### config.mk
export PLATFORM = sky130hd
export DESIGN_NAME = sram_port_master
export DESIGN_NICKNAME = d
export VERILOG_FILES = /design/src/rtl/sram_port_pkg.sv /design/src/rtl/sram_rsp_fifo.sv /design/src/rtl/sram_port_master.sv
export SDC_FILE = /design/constraint.sdc
export NUM_CORES = 1
export LEC_CHECK = 0
export CAP_MARGIN = 20
export CORE_ASPECT_RATIO = 1.5
export CORE_MARGIN = 2
export CORE_UTILIZATION = 45
export CTS_CLUSTER_SIZE = 14
export DETAILED_ROUTE_END_ITERATION = 6
export GPL_ROUTABILITY_DRIVEN = 0
export PLACE_DENSITY = 0.86
export SYNTH_ARGS = -nofsm -noshare
export SYNTH_HDL_FRONTEND = slang
export SYNTH_SLANG_ARGS = --single-unit
export TNS_END_PERCENT = 20
### constraint.sdc
create_clock -name CLK -period 3.9 [get_ports CLK]
set_input_delay 0.975 -clock CLK [delete_from_list [all_inputs] [get_ports CLK]]
set_output_delay 0.975 -clock CLK [all_outputs]
set_load 0.01 [all_outputs]
### src/rtl/sram_port_pkg.sv
// sram_port_pkg: shared defaults and response-entry type for the SRAM port master.
package sram_port_pkg;
  localparam logic [31:0] DEF_BASE_ADDR = 32'h8000_0000;
  localparam int DEF_MEM_WORDS = 4096;
  typedef struct packed {
    logic [31:0] data;
    logic        err;
  } rsp_t;
endpackage

### src/rtl/sram_rsp_fifo.sv
// sram_rsp_fifo: 2-entry in-order response buffer with occupancy count.
module sram_rsp_fifo
  import sram_port_pkg::*;
(
  input  logic       CLK,
  input  logic       RST_N,
  input  logic       push,
  input  logic       pop,
  input  rsp_t       din,
  output rsp_t       head,
  output logic [1:0] count
);
  rsp_t mem [2];
  logic rd, wr;
  always_ff @(posedge CLK or negedge RST_N) begin
    if (!RST_N) begin
      rd     <= 1'b0;
      wr     <= 1'b0;
      count  <= 2'd0;
      mem[0] <= '0;
      mem[1] <= '0;
    end else begin
      if (push) begin
        mem[wr] <= din;
        wr      <= !wr;
      end
      if (pop) rd <= !rd;
      count <= count + {1'b0, push} - {1'b0, pop};
    end
  end
  assign head = mem[rd];
endmodule

### src/rtl/sram_port_master.sv
// sram_port_master: valid/ready command bus to single-port synchronous RAM macro,
// in-order read responses via bypass or 2-entry buffer.
module sram_port_master
  import sram_port_pkg::*;
#(
  parameter logic [31:0] BASE_ADDR = DEF_BASE_ADDR,
  parameter int          MEM_WORDS = DEF_MEM_WORDS,
  parameter int          ADDR_W    = 12
) (
  input  logic              CLK,
  input  logic              RST_N,
  input  logic              cmd_valid,
  output logic              cmd_ready,
  input  logic              cmd_wr,
  input  logic [31:0]       cmd_addr,
  input  logic [31:0]       cmd_data,
  input  logic [3:0]        cmd_mask,
  output logic              rsp_valid,
  input  logic              rsp_ready,
  output logic [31:0]       rsp_data,
  output logic              rsp_err,
  output logic              wr_err,
  output logic [ADDR_W-1:0] ram_adr,
  output logic [31:0]       ram_d,
  output logic [3:0]        ram_wem,
  output logic              ram_we,
  output logic              ram_me,
  output logic              ram_oe,
  input  logic [31:0]       ram_q
);
  localparam logic [31:0] SPAN = 32'(MEM_WORDS * 4);
  logic [31:0] off;
  logic        inr, acc, pend, pend_err, push, pop, busy;
  logic [1:0]  count;
  rsp_t        head, bypass;
  assign off       = cmd_addr - BASE_ADDR;
  assign inr       = off < SPAN;
  // credits count both buffered and in-flight reads, so a pend cycle never overflows
  assign cmd_ready = RST_N & ((count + {1'b0, pend}) < 2'd2);
  assign acc       = cmd_valid & cmd_ready;
  assign ram_adr   = off[ADDR_W+1:2];
  assign ram_d     = cmd_data;
  assign ram_wem   = cmd_mask;
  assign ram_me    = acc & inr;
  assign ram_we    = acc & inr & cmd_wr;
  assign ram_oe    = RST_N;
  assign bypass    = {pend_err ? 32'h0 : ram_q, pend_err};
  assign busy      = count != 2'd0;
  assign push      = pend & !(!busy & rsp_ready);
  assign pop       = busy & rsp_ready;
  assign rsp_valid = busy | pend;
  assign rsp_data  = busy ? head.data : pend ? bypass.data : 32'h0;
  assign rsp_err   = busy ? head.err : pend & pend_err;
  always_ff @(posedge CLK or negedge RST_N) begin
    if (!RST_N) begin
      pend     <= 1'b0;
      pend_err <= 1'b0;
      wr_err   <= 1'b0;
    end else begin
      pend     <= acc & !cmd_wr;
      pend_err <= !inr;
      wr_err   <= wr_err | (acc & cmd_wr & !inr);
    end
  end
  sram_rsp_fifo u_fifo (
    .CLK   (CLK),
    .RST_N (RST_N),
    .push  (push),
    .pop   (pop),
    .din   (bypass),
    .head  (head),
    .count (count)
  );
endmodule
==> flow_metrics.py, run 1 <==
metrics = {
    "cells_and_area": {
        "nets": 530,
        "area_delta_synth_final_pct": 25.5,
        "drive_above_1_share_pct": 16.4,
        "fill_cells": 708,
        "finalInstanceArea_um2": 5160,
        "register_area_um2": 1830,
        "multi_input_area_um2": 1840,
        "antenna_cells": 0,
    },
    "critical_path": {
        "arrival_ns": 2.78,
        "critPathSlowestCell": "or4_1",
        "critical-path-top-delay-family": "buffers and inverters",
        "crit_path_max_fanout": 4,
        "critPathRequiredTime_ns": 2.92,
        "crit_path_max_incr_delay_ns": 0.60,
        "path_cells": "clkdlybuf4s50_1 -> or4_1 -> nor3_1 -> clkdlybuf4s50_1",
        "crit_path_frequent_cell": "clkdlybuf4s50_1",
        "path_buf_inv": 2,
        "crit_type": "in -> out",
        "critPathCaptureType": "primary output",
        "cp-start-kind": "primary input",
    },
    "timing": {
        "clock_skew_ns": 0.00662,
        "tightestPinTransition_ns": 0.892,
        "period_needed_ns": 3.76,
        "fmax_mhz": 266,
        "timing.final.crit_share_pct": 96.3,
        "hold_violations": 0,
        "grt_setup_unrepaired": "false",
        "setup_viol": 0,
        "slew_violations": 0,
        "setup_tns_ns": 0,
        "relSlewSlack_pct": 40.5,
    },
    "placed_design": {
        "portBuffers": 93,
        "placed_area_um2": 4810,
        "dp_hpwl_mm": 6.39,
    },
    "logic_synthesis": {
        "ys_seq_area_share_pct": 44.4,
        "synth.largest_area_cell": "dfrtp_1",
        "yosysUniqueCellTypes": 31,
        "synth-seq-cells": 73,
        "synth_area_leaders": "dfrtp_1 44%, buf_4 9.5%, mux2_1 9.0%",
        "synth_commonest_cells": "73 x dfrtp_1, 52 x buf_4, 35 x nor2b_1",
        "syn-num-nets": 485,
        "ys_warn_count": 0,
        "synthArstFlopShare_pct": 100,
        "synth_flop_cell": "dfrtp_1",
        "synth.most_common_cell": "dfrtp_1",
        "synth-edff-count": 0,
        "synthCells": 378,
        "synth_area_per_cell_um2": 10.9,
        "synth_area_um2": 4110,
        "synth_top_area_share_pct": 44.4,
    },
    "floorplanning": {
        "num_rows": 42,
        "die_y_um": 121,
        "dieArea_um2": 9930,
        "core_um2": 8830,
        "die_w_um": 82.0,
        "ios": 192,
        "start_util_pct": 46.6,
    },
    "power": {
        "p_leak_nw": 2.26,
        "vdd_ir_drop_max_v": 0.000329,
        "power_density_nw_per_um2": 691,
    },
    "drt": {
        "drcViolationCount": 0,
        "antenna_left": 0,
        "routedWlPerCell_um": 17.0,
        "drt_iter0_drc": 67,
        "vias_per_cell": 5.31,
        "dr.pass1.iters": 4,
        "vias": 2858,
        "wl_mm": 9.15,
    },
    "flow_run": {
        "max_cap_violations": 0,
    },
    "cts": {
        "h-tree-depth": 3,
        "clk_pin_slew_ns": 0.05,
        "cts_tree": "done",
        "cts_resized": 0,
        "clock_path_buffers": 2,
        "post_cts_buffers": 0,
        "hold_buffers": 0,
        "ctsRootBufferMaster": "clkbuf_16",
        "insertion_delay_ns": 0.33,
        "cts_buffers": 9,
        "clock-sinks": 73,
    },
    "grt": {
        "grt_pass1_wl_mm": 14.8,
        "antenna_found_initial": 0,
        "gr-total-overflow": 0,
        "grt_usage_pct": 19.8,
        "grt_max_degree": 74,
        "first_global_vias": 3081,
    },
    "outcome": {
        "status": "finished clean",
    },
    "min_path": {
        "hold_path_class": "reg -> reg",
    },
}
## registers in the layout, summed over array words and instances (netlist names)
name / flops
u_fifo.rd: 1
pend: 1
wr_err: 1
u_fifo.count: 2
pend_err: 1
u_fifo.mem: 66
u_fifo.wr: 1
## logic make-up (layout without fill, tap and decap cells)
| logic type | after synthesis | count (layout) | synth area share, % |
|---|---|---|---|
| flip-flops | 73 | 73 | 44.4 |
| AND/OR/NAND/NOR | 87 | 87 | 11.1 |
| multiplexers | 98 | 98 | 25.9 |
| AO/OA/AOI/OAI | 40 | 40 | 5.36 |
| buffers and inverters | 74 | 124 | 11.7 |
| XOR/XNOR | 4 | 4 | 0.853 |
| adder cells (fa/ha/maj) | 2 | 2 | 0.609 |
## worst register-to-register path, delay by kind of cell (launching register included)
kind / cells / cell delay, ns
simple gates: 1 / 0.16
compound gates: 1 / 0.17
buf+inv: 2 / 0.68
mux: 1 / 0.40
flops: 1 / 0.43
## layout by cell type, fill, tap and decap left out, types with 2 or more instances in the layout
| cell | count |
|---|---|
| buf_4 | 12 |
| nor2b_1 | 35 |
| inv_1 | 4 |
| a21oi_1 | 3 |
| mux2_1 | 33 |
| bufinv_16 | 2 |
| nor3_1 | 2 |
| xnor2_1 | 3 |
| dfrtp_1 | 72 |
| nor4_2 | 3 |
| o21ai_0 | 32 |
| nand2_1 | 33 |
| clkbuf_16 | 9 |
| clkbuf_8 | 2 |
| nand4_1 | 2 |
| clkdlybuf4s50_1 | 92 |
| ha_1 | 2 |
| clkinv_2 | 2 |
| and3_1 | 3 |
| mux2i_1 | 32 |
| mux2_2 | 33 |
| nand3_1 | 2 |
## report_power, final
group	switching (mW)	leakage [nW]	internal, mW
sequential	0.236	0.956	1.08
clock	0.298	0.162	0.592
combinational	0.551	1.14	0.810
## cell type report
class / instances / area share, %
multi-input combinational: 231 / 35.6
timing repair buffer: 104 / 19.6
sequential: 73 / 35.4
clock buffer: 11 / 4.90
clock inverter: 5 / 1.50
tap: 110 / 2.67
inverter: 4 / 0.291
## per-layer routing
layer,GRT usage [%],vias up,part of all wire (%)
li1,-,1332,-
met4,16.4,0,7.4
met5,0,-,0
met2,33.2,74,51
met1,21.2,1396,37
met3,3.05,56,4.3
## stage by stage
step / power [mW] / util, % / instances / setup slack (ns) / hold slack (ns)
global placement: 2.63 / 54.5 / 522 / 0.197 / 0.460
floorplan: 2.06 / - / 378 / 1.06 / 0.450
detailed placement: 2.69 / 54.5 / 522 / 0.110 / 0.474
global route: 3.78 / 58.4 / 538 / 0.0736 / 0.513
CTS: 3.60 / 58.2 / 538 / 0.0982 / 0.486
finish: 3.56 / 58.4 / 538 / 0.143 / 0.480
## path summary, 6_finish.rpt
kind	start	end	slack [ns]	depth (start not counted)
max reg2reg	u_fifo.count[1]	u_fifo.mem[32]	1.94	5
min	u_fifo.mem[65]	u_fifo.mem[65]	0.48	1
max	cmd_addr[18]	ram_we	0.14	4
min in group asynchronous	RST_N	u_fifo.mem[36]	0.91	2
min reg2reg	u_fifo.mem[65]	u_fifo.mem[65]	0.48	1
max in group asynchronous	RST_N	u_fifo.rd	2.39	2
(Power assumes the default switching activity.)
==> run 2: changes to the inputs <==
--- a/config.mk
+++ b/config.mk
@@ -9,10 +9,10 @@
 export CORE_ASPECT_RATIO = 1.5
 export CORE_MARGIN = 2
 export CORE_UTILIZATION = 45
-export CTS_CLUSTER_SIZE = 14
+export CTS_CLUSTER_SIZE = 12
 export DETAILED_ROUTE_END_ITERATION = 6
 export GPL_ROUTABILITY_DRIVEN = 0
-export PLACE_DENSITY = 0.86
+export PLACE_DENSITY = 0.87
 export SYNTH_ARGS = -nofsm -noshare
 export SYNTH_HDL_FRONTEND = slang
 export SYNTH_SLANG_ARGS = --single-unit
==> flow_metrics.py, run 2 (synthesized netlist as in run 1, its figures left out) <==
metrics = {
    "min_path": {
        "hold-path-cell-count": 1,
        "min_to": "u_fifo.mem[33]",
        "hold_path_class": "reg -> reg",
        "min-delay-start": "u_fifo.mem[33]",
    },
    "timing": {
        "timing.final.crit_share_pct": 96.9,
        "fmax_mhz": 265,
        "clock_skew_ns": 0.00745,
        "grt_setup_unrepaired": "false",
        "setup_viol": 0,
        "tightestPinTransition_ns": 0.888,
        "relSlewSlack_pct": 40.8,
        "slew_violations": 0,
        "period_needed_ns": 3.78,
        "setup_tns_ns": 0,
        "hold_ws_ns": 0.477,
        "hold_violations": 0,
    },
    "drt": {
        "wl_mm": 9.07,
        "routedWlPerCell_um": 16.9,
        "vias_per_cell": 5.36,
        "drt_iter0_drc": 120,
        "vias": 2872,
        "antenna_left": 0,
        "drcViolationCount": 0,
        "dr.pass1.iters": 4,
    },
    "cts": {
        "ctsRootBufferMaster": "clkbuf_16",
        "post_cts_buffers": 0,
        "insertion_delay_ns": 0.33,
        "clock-sinks": 73,
        "cts_buffers": 9,
        "clk_pin_slew_ns": 0.05,
        "clock_path_buffers": 2,
        "cts_tree": "done",
        "h-tree-depth": 3,
    },
    "critical_path": {
        "r2r_end": "u_fifo.count[1]",
        "crit_type": "in -> out",
        "critPathCaptureType": "primary output",
        "cp-start-kind": "primary input",
        "critPathLaunch": "cmd_addr[18]",
        "arrival_ns": 2.80,
        "crit_path_max_fanout": 4,
        "critPathRequiredTime_ns": 2.92,
        "r2r_slack_ns": 1.98,
        "r2r_start": "u_fifo.count[1]",
        "reg2regPathDepth": 7,
    },
    "power": {
        "vdd_ir_drop_max_v": 0.000359,
        "finalPower_mw": 3.38,
        "p_leak_nw": 2.22,
        "power_density_nw_per_um2": 663,
    },
    "floorplanning": {
        "die_w_um": 82.0,
        "ios": 192,
        "num_rows": 42,
        "core_um2": 8830,
        "dieArea_um2": 9930,
        "die_y_um": 121,
        "start_util_pct": 46.6,
    },
    "flow_run": {
        "max_cap_violations": 0,
    },
    "cells_and_area": {
        "area_delta_synth_final_pct": 24.0,
        "reg.largest.list": "u_fifo.mem x66, u_fifo.count x2",
        "drive_above_1_share_pct": 15.0,
        "top_register": "u_fifo.mem",
        "antenna_cells": 0,
        "post-route-util_pct": 57.7,
        "layout_common_cells": "92 x clkdlybuf4s50_1, 72 x dfrtp_1, 35 x nor2b_1",
        "fill_cells": 732,
        "largest_reg_flops": 66,
        "nets": 530,
        "final_common_cell": "clkdlybuf4s50_1",
    },
    "placed_design": {
        "portBuffers": 93,
        "dp_hpwl_mm": 6.40,
    },
    "grt": {
        "first_global_vias": 2966,
        "gr-total-overflow": 0,
        "grt_usage_pct": 19.2,
        "grt_max_degree": 74,
        "grt_pass1_wl_mm": 14.3,
        "antenna_found_initial": 0,
    },
    "outcome": {
        "status": "finished clean",
    },
}
-- run 2: cell type report --
| cell class | instances | area (um2) | share of cell area, % |
|---|---|---|---|
| Sequential cell | 73 | 1830 | 35.9 |
| Clock inverter | 1 | 5.00 | 0.0982 |
| Tap cell | 110 | 138 | 2.70 |
| Clock buffer | 13 | 240 | 4.72 |
| Inverter | 4 | 15.0 | 0.295 |
| Multi-Input combinational cell | 231 | 1850 | 36.2 |
| Timing Repair Buffer | 104 | 1020 | 20.1 |
-- run 2: timing repair --
| action | 4_1_cts | 5_1_grt |
|---|---|---|
| hold buffers | 0 | 0 |
| resized for setup | 0 | 4 |
| endpoints found under the setup margin | 0 | 2 |
| endpoints found under the hold margin | 0 | 0 |
-- run 2: worst max-delay path by stage --
stage / slack (ns) / end / depth (start not counted)
5_1_grt: 0.02 / ram_we / 5
3_3_place_gp: 0.21 / ram_we / 4
2_1_floorplan: 1.06 / ram_me / 2
3_5_place_dp: 0.07 / ram_we / 5
6_report: 0.12 / ram_we / 4
4_1_cts: 0.07 / ram_we / 5
-- run 2: power by group --
group          internal (mW)  total (mW)  switching, mW
clock network          0.422       0.695          0.273
registers               1.08        1.30          0.226
logic                  0.817        1.38          0.563
-- run 2: stage by stage --
stage / area [um2] / cells / worst slack (ns)
2_1_floorplan: 4110 / 378 / 1.06
3_3_place_gp: 4820 / 522 / 0.209
3_5_place_dp: 4820 / 522 / 0.0725
4_1_cts: 5070 / 536 / 0.0682
5_1_grt: 5090 / 536 / 0.0229
6_report: 5090 / 536 / 0.122
-- run 2: worst max-delay path, stage by stage --
cell and delay, ns:
clkdlybuf4s50_1 0.40, or4_1 0.59, nor3_1 0.23, clkdlybuf4s50_1 0.60
-- run 2: per-layer routing --
layer | up-vias | routed length (um) | GRT usage (%)
met3 | 45 | 457 | 3.94
met1 | 1406 | 3350 | 21.0
met4 | 0 | 449 | 13.1
li1 | 1327 | - | -
met5 | - | 0 | 0
met2 | 94 | 4810 | 32.3
